==> src/rtl/prbs_level_packer_if.sv <==
// Output stream of the level packer: one multi-level target word plus its address.
// Latency: n/a (signal bundle only).
// Backpressure: out_valid/out_ready; the master holds addr/level stable while out_valid is high and out_ready is low.
//
// Signals:
//   out_valid  master -> slave  word and address are valid
//   out_ready  slave  -> master consumer accepts when out_valid & out_ready
//   out_addr   master -> slave  address of the current word
//   out_level  master -> slave  packed cell levels, cell j at [4*j +: 4]
interface prbs_level_packer_if #(
    parameter int ADDR_WIDTH  = 16,
    parameter int LEVEL_WIDTH = 192
);
    logic                   out_valid;
    logic                   out_ready;
    logic [ADDR_WIDTH-1:0]  out_addr;
    logic [LEVEL_WIDTH-1:0] out_level;

    modport master (
        output out_valid,
        output out_addr,
        output out_level,
        input  out_ready
    );

    modport slave (
        input  out_valid,
        input  out_addr,
        input  out_level,
        output out_ready
    );
endinterface

==> src/rtl/prbs_level_packer.sv <==
// Packs per-plane LFSR words into multi-level cell words and streams them with an address.
// Latency: start -> first out_valid in 2 cycles; one word per 3 cycles with out_ready held high.
// Backpressure: SEND holds out_valid, out_addr and out_level until out_ready; the LFSR is not stepped meanwhile.
//
// Ports:
//   clk, rst        clock and asynchronous active-low reset
//   start, abort    run control; abort wins over start and returns to IDLE
//   bits_per_cell   planes used per cell (clamped to 1..NUM_PLANES), captured at start
//   addr_start/stop inclusive address range, captured at start, wraps modulo 2^ADDR_WIDTH
//   lfsr_data       NUM_PLANES LFSR plane words, plane p at [p*WORD_SIZE +: WORD_SIZE]
//   lfsr_enable     one-cycle step request to the LFSR bank, only in ADV
//   out_if          master side of the word stream
//   busy, done      busy outside IDLE; done pulses once after the last word is accepted
module prbs_level_packer #(
    parameter int WORD_SIZE  = 48,
    parameter int NUM_PLANES = 4,
    parameter int ADDR_WIDTH = 16
) (
    input  logic                            clk,
    input  logic                            rst,
    input  logic                            start,
    input  logic                            abort,
    input  logic [2:0]                      bits_per_cell,
    input  logic [ADDR_WIDTH-1:0]           addr_start,
    input  logic [ADDR_WIDTH-1:0]           addr_stop,
    input  logic [NUM_PLANES*WORD_SIZE-1:0] lfsr_data,
    output logic                            lfsr_enable,
    output logic                            busy,
    output logic                            done,
    prbs_level_packer_if.master             out_if
);

    localparam int LEVEL_W = NUM_PLANES * WORD_SIZE;

    typedef enum logic [2:0] {
        ST_IDLE  = 3'd0,
        ST_FETCH = 3'd1,
        ST_SEND  = 3'd2,
        ST_ADV   = 3'd3,
        ST_DONE  = 3'd4
    } state_t;

    state_t                  state_q,       state_d;
    logic [NUM_PLANES-1:0]   plane_mask_q,  plane_mask_d;
    logic [ADDR_WIDTH-1:0]   addr_cnt_q,    addr_cnt_d;
    logic [ADDR_WIDTH-1:0]   addr_stop_q,   addr_stop_d;
    logic [ADDR_WIDTH-1:0]   out_addr_q,    out_addr_d;
    logic [LEVEL_W-1:0]      out_level_q,   out_level_d;
    logic                    out_valid_q,   out_valid_d;
    logic                    lfsr_enable_q, lfsr_enable_d;
    logic                    busy_q,        busy_d;
    logic                    done_q,        done_d;

    logic [2:0]              bits_clamped;
    logic [NUM_PLANES-1:0]   plane_mask_new;
    logic [LEVEL_W-1:0]      level_map;
    logic                    handshake;

    // Clamp the requested cell depth into 1..NUM_PLANES and turn it into a
    // per-plane enable mask, so the datapath only needs an AND per bit.
    always_comb begin
        bits_clamped = bits_per_cell;
        if (bits_per_cell == 3'd0) begin
            bits_clamped = 3'd1;
        end else if (bits_per_cell > 3'(NUM_PLANES)) begin
            bits_clamped = 3'(NUM_PLANES);
        end
        plane_mask_new = '0;
        for (int p = 0; p < NUM_PLANES; p++) begin
            plane_mask_new[p] = (3'(p) < bits_clamped);
        end
    end

    // Transpose planes into cells: cell j takes bit j of every plane, with
    // plane p landing on bit p of the cell field. Disabled planes read as 0.
    always_comb begin
        level_map = '0;
        for (int j = 0; j < WORD_SIZE; j++) begin
            for (int p = 0; p < NUM_PLANES; p++) begin
                level_map[j*NUM_PLANES + p] = lfsr_data[p*WORD_SIZE + j] & plane_mask_q[p];
            end
        end
    end

    assign handshake = out_valid_q & out_if.out_ready;

    always_comb begin
        state_d       = state_q;
        plane_mask_d  = plane_mask_q;
        addr_cnt_d    = addr_cnt_q;
        addr_stop_d   = addr_stop_q;
        out_addr_d    = out_addr_q;
        out_level_d   = out_level_q;

        unique case (state_q)
            ST_IDLE: begin
                if (start) begin
                    plane_mask_d = plane_mask_new;
                    addr_cnt_d   = addr_start;
                    addr_stop_d  = addr_stop;
                    state_d      = ST_FETCH;
                end
            end
            ST_FETCH: begin
                out_level_d = level_map;
                out_addr_d  = addr_cnt_q;
                state_d     = ST_SEND;
            end
            ST_SEND: begin
                if (handshake) begin
                    // Equality test (not magnitude) so a stop below start
                    // simply wraps through all-ones back to zero.
                    if (addr_cnt_q == addr_stop_q) begin
                        state_d = ST_DONE;
                    end else begin
                        addr_cnt_d = addr_cnt_q + {{(ADDR_WIDTH-1){1'b0}}, 1'b1};
                        state_d    = ST_ADV;
                    end
                end
            end
            ST_ADV: begin
                // LFSR steps on the edge leaving ADV; FETCH sees the new data.
                state_d = ST_FETCH;
            end
            ST_DONE: begin
                state_d = ST_IDLE;
            end
            default: begin
                state_d = ST_IDLE;
            end
        endcase

        // Abort overrides everything, including a coincident start in IDLE.
        if (abort) begin
            state_d = ST_IDLE;
        end

        // Outputs are registered copies of the next-state decode so they
        // change on the same edge as the state itself.
        out_valid_d   = (state_d == ST_SEND);
        lfsr_enable_d = (state_d == ST_ADV);
        done_d        = (state_d == ST_DONE);
        busy_d        = (state_d != ST_IDLE);
    end

    always_ff @(posedge clk or negedge rst) begin
        if (!rst) begin
            state_q       <= ST_IDLE;
            plane_mask_q  <= '0;
            addr_cnt_q    <= '0;
            addr_stop_q   <= '0;
            out_addr_q    <= '0;
            out_level_q   <= '0;
            out_valid_q   <= 1'b0;
            lfsr_enable_q <= 1'b0;
            busy_q        <= 1'b0;
            done_q        <= 1'b0;
        end else begin
            state_q       <= state_d;
            plane_mask_q  <= plane_mask_d;
            addr_cnt_q    <= addr_cnt_d;
            addr_stop_q   <= addr_stop_d;
            out_addr_q    <= out_addr_d;
            out_level_q   <= out_level_d;
            out_valid_q   <= out_valid_d;
            lfsr_enable_q <= lfsr_enable_d;
            busy_q        <= busy_d;
            done_q        <= done_d;
        end
    end

    assign out_if.out_valid = out_valid_q;
    assign out_if.out_addr  = out_addr_q;
    assign out_if.out_level = out_level_q;
    assign lfsr_enable      = lfsr_enable_q;
    assign busy             = busy_q;
    assign done             = done_q;

endmodule

==> src/flat_wrapper.sv <==
// flat-port wrapper written by rule: the top's interface ports become plain ports
module prbs_level_packer_flat 
#(
    parameter int WORD_SIZE  = 48,
    parameter int NUM_PLANES = 4,
    parameter int ADDR_WIDTH = 16
)
  (clk, rst, start, abort, bits_per_cell, addr_start, addr_stop, lfsr_data, lfsr_enable, busy, done, out_if_out_valid, out_if_out_addr, out_if_out_level, out_if_out_ready);
  prbs_level_packer_if #(.ADDR_WIDTH(ADDR_WIDTH), .LEVEL_WIDTH(((4) * (48)))) out_if_i ();
  input  logic clk;
  input  logic rst;
  input  logic start;
  input  logic abort;
  input  logic [2:0] bits_per_cell;
  input  logic [ADDR_WIDTH-1:0] addr_start;
  input  logic [ADDR_WIDTH-1:0] addr_stop;
  input  logic [NUM_PLANES*WORD_SIZE-1:0] lfsr_data;
  output logic lfsr_enable;
  output logic busy;
  output logic done;
  output wire logic [$bits(out_if_i.out_valid)-1:0] out_if_out_valid;
  output wire logic [$bits(out_if_i.out_addr)-1:0] out_if_out_addr;
  output wire logic [$bits(out_if_i.out_level)-1:0] out_if_out_level;
  input wire logic [$bits(out_if_i.out_ready)-1:0] out_if_out_ready;
  assign out_if_out_valid = out_if_i.out_valid;
  assign out_if_out_addr = out_if_i.out_addr;
  assign out_if_out_level = out_if_i.out_level;
  assign out_if_i.out_ready = out_if_out_ready;
  prbs_level_packer #(.WORD_SIZE(WORD_SIZE), .NUM_PLANES(NUM_PLANES), .ADDR_WIDTH(ADDR_WIDTH)) u_core (.clk(clk), .rst(rst), .start(start), .abort(abort), .bits_per_cell(bits_per_cell), .addr_start(addr_start), .addr_stop(addr_stop), .lfsr_data(lfsr_data), .lfsr_enable(lfsr_enable), .busy(busy), .done(done), .out_if(out_if_i));
endmodule
==> config.mk <==
export PLATFORM = sky130hd
export DESIGN_NAME = prbs_level_packer_flat
export DESIGN_NICKNAME = d
export VERILOG_FILES = /design/src/rtl/prbs_level_packer_if.sv /design/src/rtl/prbs_level_packer.sv /design/src/flat_wrapper.sv
export SDC_FILE = /design/constraint.sdc
export NUM_CORES = 1
export LEC_CHECK = 0
export ABC_AREA = 1
export ABC_CLOCK_PERIOD_IN_PS = 1620
export CAP_MARGIN = 10
export CORE_MARGIN = 3
export CORE_UTILIZATION = 30
export CTS_BUF_LIST = sky130_fd_sc_hd__clkbuf_2
export DETAILED_ROUTE_END_ITERATION = 16
export SETUP_SLACK_MARGIN = 0.02
export SLEW_MARGIN = 20
export SYNTH_ARGS = -nofsm -noshare
export SYNTH_HDL_FRONTEND = slang
export SYNTH_SLANG_ARGS = --single-unit
export TNS_END_PERCENT = 10
==> constraint.sdc <==
create_clock -name clk -period 1.62 [get_ports clk]
set_input_delay 0.324 -clock clk [delete_from_list [all_inputs] [get_ports clk]]
set_output_delay 0.324 -clock clk [all_outputs]
set_load 0.03 [all_outputs]
==> metrics.json, run 1 <==
{
  "floorplan": {
    "initial_core_util_pct": 30.88,
    "dieArea_sq_mm": 0.03723,
    "die-width_microns": 192.9,
    "core_area_sq_mm": 0.03395,
    "die_h_microns": 192.9,
    "placement_rows": 67,
    "floorplan.io_pins": 444
  },
  "sta": {
    "setup_repair_after_global_routing_missed_its_margin": "yes",
    "fin_max_slew_vios": 0,
    "final.period_utilization_pct": 110.1,
    "final_worst_setup_slack_ps": -164.3,
    "skew_ps": 69.18,
    "max_clock_freq_mhz": 560.5,
    "number_of_setup_violations_in_the_final_report": 212,
    "worst-slew-pin-transition_ps": 413.4,
    "final-hold-violation-count": 0,
    "period_needed_ps": 1784,
    "max_slew_margin_pct": 72.44
  },
  "placement": {
    "placed_cells": 2104,
    "place.gp.congestion": 0.8047,
    "port-buffer-count": 443,
    "detailed_place_hpwl_mm": 27.09
  },
  "final_layout": {
    "fin_util_pct": 54.48,
    "nets": 2199,
    "synthToLayoutAreaGrowth_pct": 76.42,
    "finalNonFillerCells": 2470,
    "layout_commonest_cell": "nand2_1",
    "layout_common_cells": "538 x nand2_1, 247 x dfrtp_1, 232 x o21ai_0",
    "final_layout_size_suffix_gt1_share_pct": 22.14
  },
  "worst_setup_path": {
    "critPathRequiredTime_ps": 1300,
    "crit_chain": "buf_2",
    "critical_path.max_stage_delay_ps": 400,
    "cp.buffers_inverters": 1,
    "slowest_stage": "dfrtp_1",
    "path_delay_family": "flip-flops",
    "setup.worst_path.start_class": "flop",
    "crit_type": "reg -> out",
    "endpoint_kind": "primary output",
    "top_fanout_value_on_the_critical_path": 2,
    "timing.critical_path.arrival_ps": 1460
  },
  "synthesis": {
    "postSynthAreaPerCell_sq_um": 8.530,
    "mappedNetlistArea_sq_mm": 0.01048,
    "postSynth.topFlopCell": "dfrtp_1",
    "synthDistinctLibCells": 26,
    "synth_compound_gate_area_share_pct": 12.75,
    "ys_seq_area_share_pct": 59.91,
    "synth_simple_gate_area_share_pct": 22.27,
    "synth.mux.area_fraction_pct": 0,
    "synth_warnings": 0,
    "synth-seq-cells": 251,
    "number_of_flops_mapped_to_enable_cells_by_yosys": 0,
    "combinational_family_with_the_most_area_after_synthesis": "simple AND/OR/NAND/NOR gates",
    "synthXorXnorAreaFrac_pct": 0.2506,
    "ys_async_sr_fraction_pct": 100.0,
    "synthAdderAreaFrac_pct": 0.1193,
    "synth_nets": 1462,
    "postSynthCellCount": 1229
  },
  "drt": {
    "drt_pre_antenna_iters": 5,
    "drt_wl_total_mm": 40.55,
    "vias_per_cell": 4.502,
    "drt_first_iter_violations": 507,
    "detail_route.drc_violations": 0,
    "num_vias": 11120,
    "detail-route-antenna-nets": 0,
    "routedWlPerCell_microns": 16.42
  },
  "pwr": {
    "total_power_uw": 23340,
    "vdd_drop_max_mv": 0.6829,
    "pleak_uw": 0.009044,
    "power-per-cell-area_mw_per_mm2": 1262
  },
  "cts": {
    "clock_latency_ps": 890,
    "clk_pin_slew_worst_paths_ps": 100,
    "cts_inserted_buffers": 71,
    "clockBufferDepth": 3,
    "ctsHtreeMaxLevel": 3,
    "number_of_clock_sinks": 251,
    "tritoncts": "done",
    "ctsRootBufferMaster": "clkbuf_2"
  },
  "global_routing": {
    "grt.overflow.total": 0,
    "antenna_found_initial": 3,
    "grt_first_pass_wirelength_mm": 61.69,
    "first_global_vias": 11450,
    "maximum_number_of_pins_on_one_net_before_global_route_repair": 100,
    "grt_use_total_pct": 21.03
  },
  "status": {
    "outcome": "finished with violations",
    "failed_checks": "negative setup slack"
  },
  "run": {
    "max_cap_viol_count": 0
  },
  "hold_path": {
    "hp-class": "in -> reg"
  }
}
[layer usage]
layer	share of wire [%]	vias up	GRT usage, %
met5	0	-	0
met4	3.1	0	8.178
met3	7.9	80	6.346
met2	48	403	35.53
met1	41	5194	25.32
li1	-	5444	-
[Yosys cell counts, types with 2 or more instances]
cell | count | area (sq um)
clkbuf_1 | 53 | 198.9
nor2_2 | 4 | 25.02
inv_2 | 5 | 18.77
dfrtp_1 | 251 | 6281
xor2_1 | 2 | 17.52
buf_2 | 16 | 80.08
nand2_1 | 540 | 2027
nor3_1 | 7 | 35.03
a31oi_1 | 2 | 12.51
o31ai_1 | 2 | 15.01
o21ai_0 | 232 | 1161
nand4_1 | 4 | 25.02
nor3_2 | 2 | 20.02
nand3_1 | 18 | 90.09
buf_6 | 3 | 33.78
nor2_1 | 20 | 75.07
inv_1 | 40 | 150.1
nand3_2 | 2 | 20.02
o21ai_2 | 14 | 122.6
buf_1 | 3 | 11.26
a21oi_1 | 3 | 15.01
o21ai_1 | 2 | 10.01
[metrics by stage]
stage	cell area (sq um)	setup WS, ps	setup TNS, ps	hold slack, ps
floorplan	10480	83.40	0	28.41
finish	18500	-164.3	-25730	128.7
global route	18500	-309.2	-58850	58.11
CTS	18230	-323.5	-61340	4.338
detailed placement	15830	-12.61	-14.53	235.8
global placement	15830	38.55	0	235.5
[cell families (layout without fill, tap and decap cells)]
family	count (synthesis)	in the layout
buf+inv	120	910
fa+ha+maj	1	1
xor+xnor	3	3
flops	251	251
compound gates	255	255
simple gates	599	599
other cells	0	3
[final timing paths]
kind                                              start                          end  slack, ps  cells after the start
min in group asynchronous                           rst   u_core.out_if.out_addr[12]        670                      4
max                        u_core.out_if.out_level[113]        out_if_out_level[113]       -160                      1
max in group asynchronous                           rst  u_core.out_if.out_level[43]        610                      4
max reg2reg                        u_core.addr_cnt_q[0]        u_core.addr_cnt_q[14]         20                     10
min reg2reg                 u_core.out_if.out_level[49]  u_core.out_if.out_level[49]        480                      2
min                                       lfsr_data[62]  u_core.out_if.out_level[57]        130                      3
[final cells by class]
type / instances / area, sq um
Tap cell: 448 / 560.5
Antenna cell: 3 / 7.507
Clock buffer: 106 / 530.5
Inverter: 45 / 168.9
Sequential cell: 251 / 6286
Clock inverter: 20 / 112.6
Multi-Input combinational cell: 858 / 3749
Timing Repair Buffer: 739 / 7081
Fill cell: 3010 / 15460
[timing repair]
item / 4_1_cts / 5_1_grt
gates resized for setup: 1199 / 87
setup endpoints to repair: 214 / 233
setup buffers: 8 / 9
pin swaps: 0 / 1
hold buffers: 220 / 0
endpoints found under the hold margin: 469 / 0
[state kept, by name (all words and copies together), names as in the netlist]
signal	cells
u_core.addr_cnt_q	16
u_core.addr_stop_q	16
u_core.busy	1
u_core.done	1
u_core.lfsr_enable	1
u_core.out_if.out_addr	16
u_core.out_if.out_level	192
u_core.out_if.out_valid	1
u_core.plane_mask_q	4
u_core.state_q	3
[where the power goes]
| part | internal (uW) | switching [uW] | leakage [uW] | total, uW |
|---|---|---|---|---|
| registers | 7800 | 1050 | 0.00320 | 8860 |
| clock network | 1910 | 2730 | 0.000496 | 4640 |
| logic | 3970 | 5870 | 0.00535 | 9840 |
| total | 13700 | 9660 | 0.00904 | 23300 |
Note: power is estimated with default switching activity, not from simulation.
==> inputs of run 2 (changes only) <==
- CAP_MARGIN: 10 -> unset
- SLEW_MARGIN: 20 -> unset
==> results of run 2 <==
The final DEF is identical to that of run 1; final timing and power are the same.
